$ cat config.mk
export PLATFORM = sky130hd
export DESIGN_NAME = midori_sbox_pipe_ctrl_flat
export DESIGN_NICKNAME = d
export VERILOG_FILES = /design/src/rtl/midori_sbox_pipe_ctrl_if.sv /design/src/rtl/midori_sbox_pipe_ctrl.sv /design/src/flat_wrapper.sv
export SDC_FILE = /design/constraint.sdc
export NUM_CORES = 1
export LEC_CHECK = 0
export BUFFER_PORTS_ARGS = -buffer_cell sky130_fd_sc_hd__buf_4
export CORE_MARGIN = 2
export CORE_UTILIZATION = 45
export CTS_CLUSTER_DIAMETER = 150
export DETAILED_ROUTE_END_ITERATION = 12
export PLACE_DENSITY = 0.71
export REMOVE_ABC_BUFFERS = 1
export SYNTH_ARGS = -nofsm -noshare
export SYNTH_HDL_FRONTEND = slang
export SYNTH_SLANG_ARGS = --single-unit
$ cat constraint.sdc
create_clock -name clk -period 3.34 [get_ports clk]
set_input_delay 0.334 -clock clk [delete_from_list [all_inputs] [get_ports clk]]
set_output_delay 0.334 -clock clk [all_outputs]
set_load 0.02 [all_outputs]
$ cat src/rtl/midori_sbox_pipe_ctrl_if.sv
// Handshake/control bundle for the masked Midori S-box pipeline controller.
// master: round/state controller side; slave: the pipeline controller.
interface midori_sbox_pipe_ctrl_if #(
    parameter int STAGES = 4,
    parameter int RAND_W = 6,
    parameter int LFSR_W = 31
);
    logic                         seed_valid;
    logic [LFSR_W-1:0]            seed;
    logic                         flush;
    logic                         in_valid;
    logic                         in_ready;
    logic                         out_valid;
    logic                         out_ready;
    logic [STAGES-1:0]            stage_en;
    logic [RAND_W-1:0]            r1;
    logic [RAND_W-1:0]            r2;
    logic [$clog2(STAGES+1)-1:0]  occupancy;
    logic                         busy;

    modport master (
        output seed_valid, seed, flush, in_valid, out_ready,
        input  in_ready, out_valid, stage_en, r1, r2,
        input  occupancy, busy
    );

    modport slave (
        input  seed_valid, seed, flush, in_valid, out_ready,
        output in_ready, out_valid, stage_en, r1, r2,
        output occupancy, busy
    );
endinterface

$ cat src/rtl/midori_sbox_pipe_ctrl.sv
// Sequencer for the 4-stage masked Midori S-box: stage enables, valid
// tracking, in/out handshake and LFSR mask randomness (r1, r2).
// Ports: clk, rst_n (sync, active low), bus (slave modport): seed_valid,
//   seed, flush, in_valid/in_ready, out_valid/out_ready, stage_en, r1, r2,
//   occupancy, busy.
// Optional feature: MIDORI_SBOX_PIPE_RESEED_EN enables reseeding from RUN
//   through a DRAIN state with a seed holding register.
module midori_sbox_pipe_ctrl #(
    parameter int STAGES = 4,
    parameter int RAND_W = 6,
    parameter int LFSR_W = 31,
    parameter int WARMUP = 32
) (
    input  logic                    clk,
    input  logic                    rst_n,
    midori_sbox_pipe_ctrl_if.slave  bus
);
    localparam int OCC_W = $clog2(STAGES + 1);
    localparam int CNT_W = $clog2(WARMUP + 2);
    localparam logic [CNT_W-1:0] WARM_LAST =
        CNT_W'((WARMUP > 0) ? WARMUP - 1 : 0);

    typedef enum logic [1:0] {
        S_IDLE,
        S_WARM,
`ifdef MIDORI_SBOX_PIPE_RESEED_EN
        S_DRAIN,
`endif
        S_RUN
    } state_e;

    state_e            state_q, state_d;
    logic [LFSR_W-1:0] lfsr_q, lfsr_d;
    logic [CNT_W-1:0]  warm_q, warm_d;
    logic [STAGES-1:0] valid_q, valid_d;
`ifdef MIDORI_SBOX_PIPE_RESEED_EN
    logic [LFSR_W-1:0] hold_q, hold_d;
`endif

    logic             adv;
    logic             active;
    logic             in_ready;
    logic [OCC_W-1:0] occ;

    // x^31 + x^28 + 1, Fibonacci, shifting toward the MSB.
    function automatic logic [LFSR_W-1:0] lfsr_step(
        input logic [LFSR_W-1:0] l
    );
        return {l[LFSR_W-2:0], l[LFSR_W-1] ^ l[LFSR_W-4]};
    endfunction

    // An all-zero state would lock the LFSR.
    function automatic logic [LFSR_W-1:0] seed_fix(
        input logic [LFSR_W-1:0] s
    );
        return (s == '0) ? LFSR_W'(1) : s;
    endfunction

    always_comb begin
        occ = '0;
        for (int i = 0; i < STAGES; i++) begin
            occ = occ + OCC_W'(valid_q[i]);
        end

        adv    = !(valid_q[STAGES-1] && !bus.out_ready);
        active = (state_q == S_RUN);
`ifdef MIDORI_SBOX_PIPE_RESEED_EN
        active = active || (state_q == S_DRAIN);
`endif
        in_ready = (state_q == S_RUN) && adv && !bus.flush;

        state_d = state_q;
        lfsr_d  = lfsr_q;
        warm_d  = warm_q;
        valid_d = valid_q;
`ifdef MIDORI_SBOX_PIPE_RESEED_EN
        hold_d  = hold_q;
`endif

        if (active) begin
            if (adv) begin
                lfsr_d = lfsr_step(lfsr_q);
            end
            if (bus.flush) begin
                valid_d = '0;
            end else if (adv) begin
                valid_d = {valid_q[STAGES-2:0],
                           bus.in_valid && in_ready};
            end
        end

        unique case (state_q)
            S_IDLE: begin
                if (bus.seed_valid) begin
                    lfsr_d  = seed_fix(bus.seed);
                    warm_d  = '0;
                    state_d = (WARMUP == 0) ? S_RUN : S_WARM;
                end
            end
            S_WARM: begin
                lfsr_d = lfsr_step(lfsr_q);
                if (warm_q == WARM_LAST) begin
                    warm_d  = '0;
                    state_d = S_RUN;
                end else begin
                    warm_d = warm_q + 1'b1;
                end
`ifdef MIDORI_SBOX_PIPE_RESEED_EN
                if (bus.seed_valid) begin
                    hold_d = bus.seed;
                end
`endif
            end
            S_RUN: begin
`ifdef MIDORI_SBOX_PIPE_RESEED_EN
                if (bus.seed_valid) begin
                    hold_d  = bus.seed;
                    state_d = S_DRAIN;
                end
`endif
            end
`ifdef MIDORI_SBOX_PIPE_RESEED_EN
            S_DRAIN: begin
                if (bus.seed_valid) begin
                    hold_d = bus.seed;
                end
                // The newest seed wins even on the cycle the pipe empties.
                if (occ == '0) begin
                    lfsr_d  = seed_fix(bus.seed_valid ? bus.seed : hold_q);
                    warm_d  = '0;
                    state_d = (WARMUP == 0) ? S_RUN : S_WARM;
                end
            end
`endif
            default: begin
                state_d = S_IDLE;
            end
        endcase
    end

    always_ff @(posedge clk) begin
        if (!rst_n) begin
            state_q <= S_IDLE;
            lfsr_q  <= LFSR_W'(1);
            warm_q  <= '0;
            valid_q <= '0;
`ifdef MIDORI_SBOX_PIPE_RESEED_EN
            hold_q  <= '0;
`endif
        end else begin
            state_q <= state_d;
            lfsr_q  <= lfsr_d;
            warm_q  <= warm_d;
            valid_q <= valid_d;
`ifdef MIDORI_SBOX_PIPE_RESEED_EN
            hold_q  <= hold_d;
`endif
        end
    end

    assign bus.in_ready  = in_ready;
    assign bus.out_valid = valid_q[STAGES-1];
    assign bus.stage_en  = active ? {STAGES{adv}} : '0;
    assign bus.r1        = lfsr_q[RAND_W-1:0];
    assign bus.r2        = lfsr_q[2*RAND_W-1:RAND_W];
    assign bus.occupancy = occ;
    assign bus.busy      = (occ != '0) || (state_q != S_RUN);
endmodule

$ cat src/flat_wrapper.sv
// flat-port wrapper written by rule: the top's interface ports become plain ports
module midori_sbox_pipe_ctrl_flat 
#(
    parameter int STAGES = 4,
    parameter int RAND_W = 6,
    parameter int LFSR_W = 31,
    parameter int WARMUP = 32
)
  (clk, rst_n, bus_seed_valid, bus_seed, bus_flush, bus_in_valid, bus_out_ready, bus_in_ready, bus_out_valid, bus_stage_en, bus_r1, bus_r2, bus_occupancy, bus_busy);
  midori_sbox_pipe_ctrl_if #(.STAGES(STAGES), .RAND_W(RAND_W), .LFSR_W(LFSR_W)) bus_i ();
  input  logic clk;
  input  logic rst_n;
  input wire logic [$bits(bus_i.seed_valid)-1:0] bus_seed_valid;
  input wire logic [$bits(bus_i.seed)-1:0] bus_seed;
  input wire logic [$bits(bus_i.flush)-1:0] bus_flush;
  input wire logic [$bits(bus_i.in_valid)-1:0] bus_in_valid;
  input wire logic [$bits(bus_i.out_ready)-1:0] bus_out_ready;
  output wire logic [$bits(bus_i.in_ready)-1:0] bus_in_ready;
  output wire logic [$bits(bus_i.out_valid)-1:0] bus_out_valid;
  output wire logic [$bits(bus_i.stage_en)-1:0] bus_stage_en;
  output wire logic [$bits(bus_i.r1)-1:0] bus_r1;
  output wire logic [$bits(bus_i.r2)-1:0] bus_r2;
  output wire logic [$bits(bus_i.occupancy)-1:0] bus_occupancy;
  output wire logic [$bits(bus_i.busy)-1:0] bus_busy;
  assign bus_i.seed_valid = bus_seed_valid;
  assign bus_i.seed = bus_seed;
  assign bus_i.flush = bus_flush;
  assign bus_i.in_valid = bus_in_valid;
  assign bus_i.out_ready = bus_out_ready;
  assign bus_in_ready = bus_i.in_ready;
  assign bus_out_valid = bus_i.out_valid;
  assign bus_stage_en = bus_i.stage_en;
  assign bus_r1 = bus_i.r1;
  assign bus_r2 = bus_i.r2;
  assign bus_occupancy = bus_i.occupancy;
  assign bus_busy = bus_i.busy;
  midori_sbox_pipe_ctrl #(.STAGES(STAGES), .RAND_W(RAND_W), .LFSR_W(LFSR_W), .WARMUP(WARMUP)) u_core (.clk(clk), .rst_n(rst_n), .bus(bus_i));
endmodule
==> results.sh <==
export IMPL_status="finished, final reports clean"
export IMPL_rr_worst_depth=4
export IMPL_dr_total_vias=1750
export IMPL_hold_class="in2reg"
export IMPL_drive_above_1_share=0.3145
export IMPL_report_final_setup_viol=0
export IMPL_grt_pass1_vias=1610
export IMPL_yosysWarnings=0
export IMPL_met2_usage=0.2949
export IMPL_syn_to_final_growth_pct=24.60
export IMPL_ys_ff_latch=43
export IMPL_drt_total_wl_um=4381
export IMPL_async_reset_ff_frac=0
export IMPL_ant_nets=0
export IMPL_cts_root_buf="clkbuf_8"
export IMPL_setup_worst_path_start_class="register"
export IMPL_holdPathStages=3
export IMPL_maxSlewViolCount=0
export IMPL_setup_ws_ns=0.6958
export IMPL_powerDensity_nw_per_um2=477.0
export IMPL_hold_viol=0
export IMPL_leakagePower_uw=0.001001
export IMPL_fmax_ghz=0.3782
export IMPL_worst_slew_pin_slew_ns=0.4698
export IMPL_period_needed_ns=2.644
export IMPL_syn_cell_area_um2=1943
export IMPL_num_rows=23
export IMPL_fin_skew_ns=0.004089
export IMPL_fin_hold_ws_ns=0.2884
export IMPL_viasPerCell=5.872
export IMPL_hold_buffers=0
export IMPL_slew_headroom=0.6861
export IMPL_grt_antenna_before_repair=0
export IMPL_grt_usage=0.1852
export IMPL_cp_required_ns=3.01
export IMPL_cts_num_sinks=43
export IMPL_grt_pass1_wl_um=7334
export IMPL_use_met1=0.2347
export IMPL_ir_drop_v=0.0002463
export IMPL_finalNetCount=288
export IMPL_synthCells=207
export IMPL_start_util=0.4755
export IMPL_n_antenna_cell=0
export IMPL_clk_path_buf_depth=2
export IMPL_synth_edf_count=0
export IMPL_synthTopCellsByArea="dfxtp_1 44%, a222oi_1 15%, nor2_1 8.9%, buf_4 6.2%, buf_2 2.3%"
export IMPL_dp_hpwl_um=2990
export IMPL_cts_tree="built"
export IMPL_clock_latency_ns=0.29
export IMPL_die_h_um=69.71
export IMPL_finalSetupTns_ns=0
export IMPL_clk_pin_slew_ns=0.08
export IMPL_drc=0
export IMPL_core_um2=4086
export IMPL_htree_levels=2
export IMPL_numPortBuffers=58
export IMPL_grt_busiest_layer="met2"
export IMPL_grt_max_degree=40
export IMPL_synth_largest_area_cell="dfxtp_1"
export IMPL_cp_max_fo=3
export IMPL_wire_per_inst_um=14.70
export IMPL_drv_cap=0
export IMPL_synth_area_per_cell_um2=9.387
export IMPL_gr_total_overflow=0
export IMPL_gp_congestion=0.8027
export IMPL_dieArea_um2=4859
export IMPL_cts_post_setup_buffers_inserted=0
export IMPL_cts_resized=0
export IMPL_dr_first_iter_drc_count=157
export IMPL_setup_worst_path_end_class="output pin"
export IMPL_p_total_uw=1155
export IMPL_die_w_um=69.71
export IMPL_drt_first_pass_iters=6
export IMPL_path_class="reg2out"
export IMPL_ios=59
export IMPL_arrival_ns=2.31
export IMPL_min_period_over_period=0.7917
export IMPL_synth_ff_type="dfxtp_1"
export IMPL_detailedPlace_worstSlack_ns=1.011
export IMPL_cts_buffers_inserted=5
export IMPL_grt_use_met3=0.06250
export IMPL_ys_seq_area_frac=0.4430
export IMPL_rsz0062_at_grt="no"
export IMPL_synth_largest_type_area_fraction=0.4430
export IMPL_synth_cell_type_count=36
## state kept, by name, indices dropped and copies added, names as in the netlist
register	flops
u_core.valid_q	4
u_core.lfsr_q	31
u_core.warm_q	6
u_core.state_q	2
## metal layers
| layer | wire length, um | up-vias |
|---|---|---|
| met5 | 0 | - |
| met2 | 1998 | 71 |
| met4 | 62 | 0 |
| li1 | - | 857 |
| met1 | 1951 | 815 |
| met3 | 368 | 7 |
## layout make-up
class / count / area (um2)
Inverter: 2 / 7.507
Timing Repair Buffer: 62 / 465.4
Clock inverter: 2 / 35.03
Fill cell: 382 / 1665
Multi-Input combinational cell: 133 / 907.1
Sequential cell: 43 / 860.8
Tap cell: 50 / 62.56
Clock buffer: 6 / 82.58
## worst max-delay path: stages (launching register included)
cell and delay (ns):
dfxtp_1 0.33, ha_1 0.31, fa_1 0.40, ha_1 0.30, or4_1 0.50, buf_4 0.17
## metrics by stage
stage / utilization / area [um2] / cells
floorplan: - / 1763 / 178
global placement: 0.5637 / 2303 / 290
detailed placement: 0.5637 / 2303 / 290
CTS: 0.5925 / 2421 / 298
global route: 0.5925 / 2421 / 298
finish: 0.5925 / 2421 / 298
## Yosys cell counts (3+ instances only)
cell type,n
clkbuf_1,4
a222oi_1,30
nand2b_1,3
nor4_1,7
buf_4,16
a21oi_1,5
xnor2_1,3
a22oi_1,4
nor2_1,46
buf_2,9
ha_1,3
o21ai_1,3
dfxtp_1,43
## kinds of logic after synthesis
logic type / Yosys count / share of synthesized area
AO/OA/AOI/OAI: 49 / 0.2176
adder cells (fa/ha/maj): 4 / 0.02962
flip-flops: 43 / 0.4430
XOR/XNOR: 5 / 0.02254
AND/OR/NAND/NOR: 74 / 0.1829
buffers and inverters: 31 / 0.09659
multiplexers: 1 / 0.007725
## power breakdown
group | internal, uW | switching, uW
registers | 541 | 21.9
logic | 89.2 | 90.9
clock network | 242 | 170
## path summary, 6_finish.rpt
path                     start           endpoint  slack [ns]
min               bus_in_valid  u_core.valid_q[0]        0.29
max reg2reg  u_core.state_q[0]   u_core.lfsr_q[0]        1.73
max          u_core.valid_q[0]           bus_busy        0.70
min reg2reg   u_core.warm_q[4]   u_core.warm_q[4]        0.50
## placed cells by master (no fill, tap or decap), drive strengths merged
master   n
xnor2    3
a221o    1
dfxtp   43
buf     62
o21ba    1
o21ai    5
nor4     7
nor2b    1
clkinv   1
ha       3
or3      1
nand3    2
nor3b    1
bufinv   1
nor2    47
and2b    2
inv      2
a222oi  30
nand4    2
clkbuf   6
a211oi   1
nand2b   4
fa       1
nand3b   1
a21oi    5
o21a     1
or4      1
a22oi    4
xor2     2
nor3     3
o21bai   1
mux2     1
nand2    2
(Power assumes the default switching activity.)
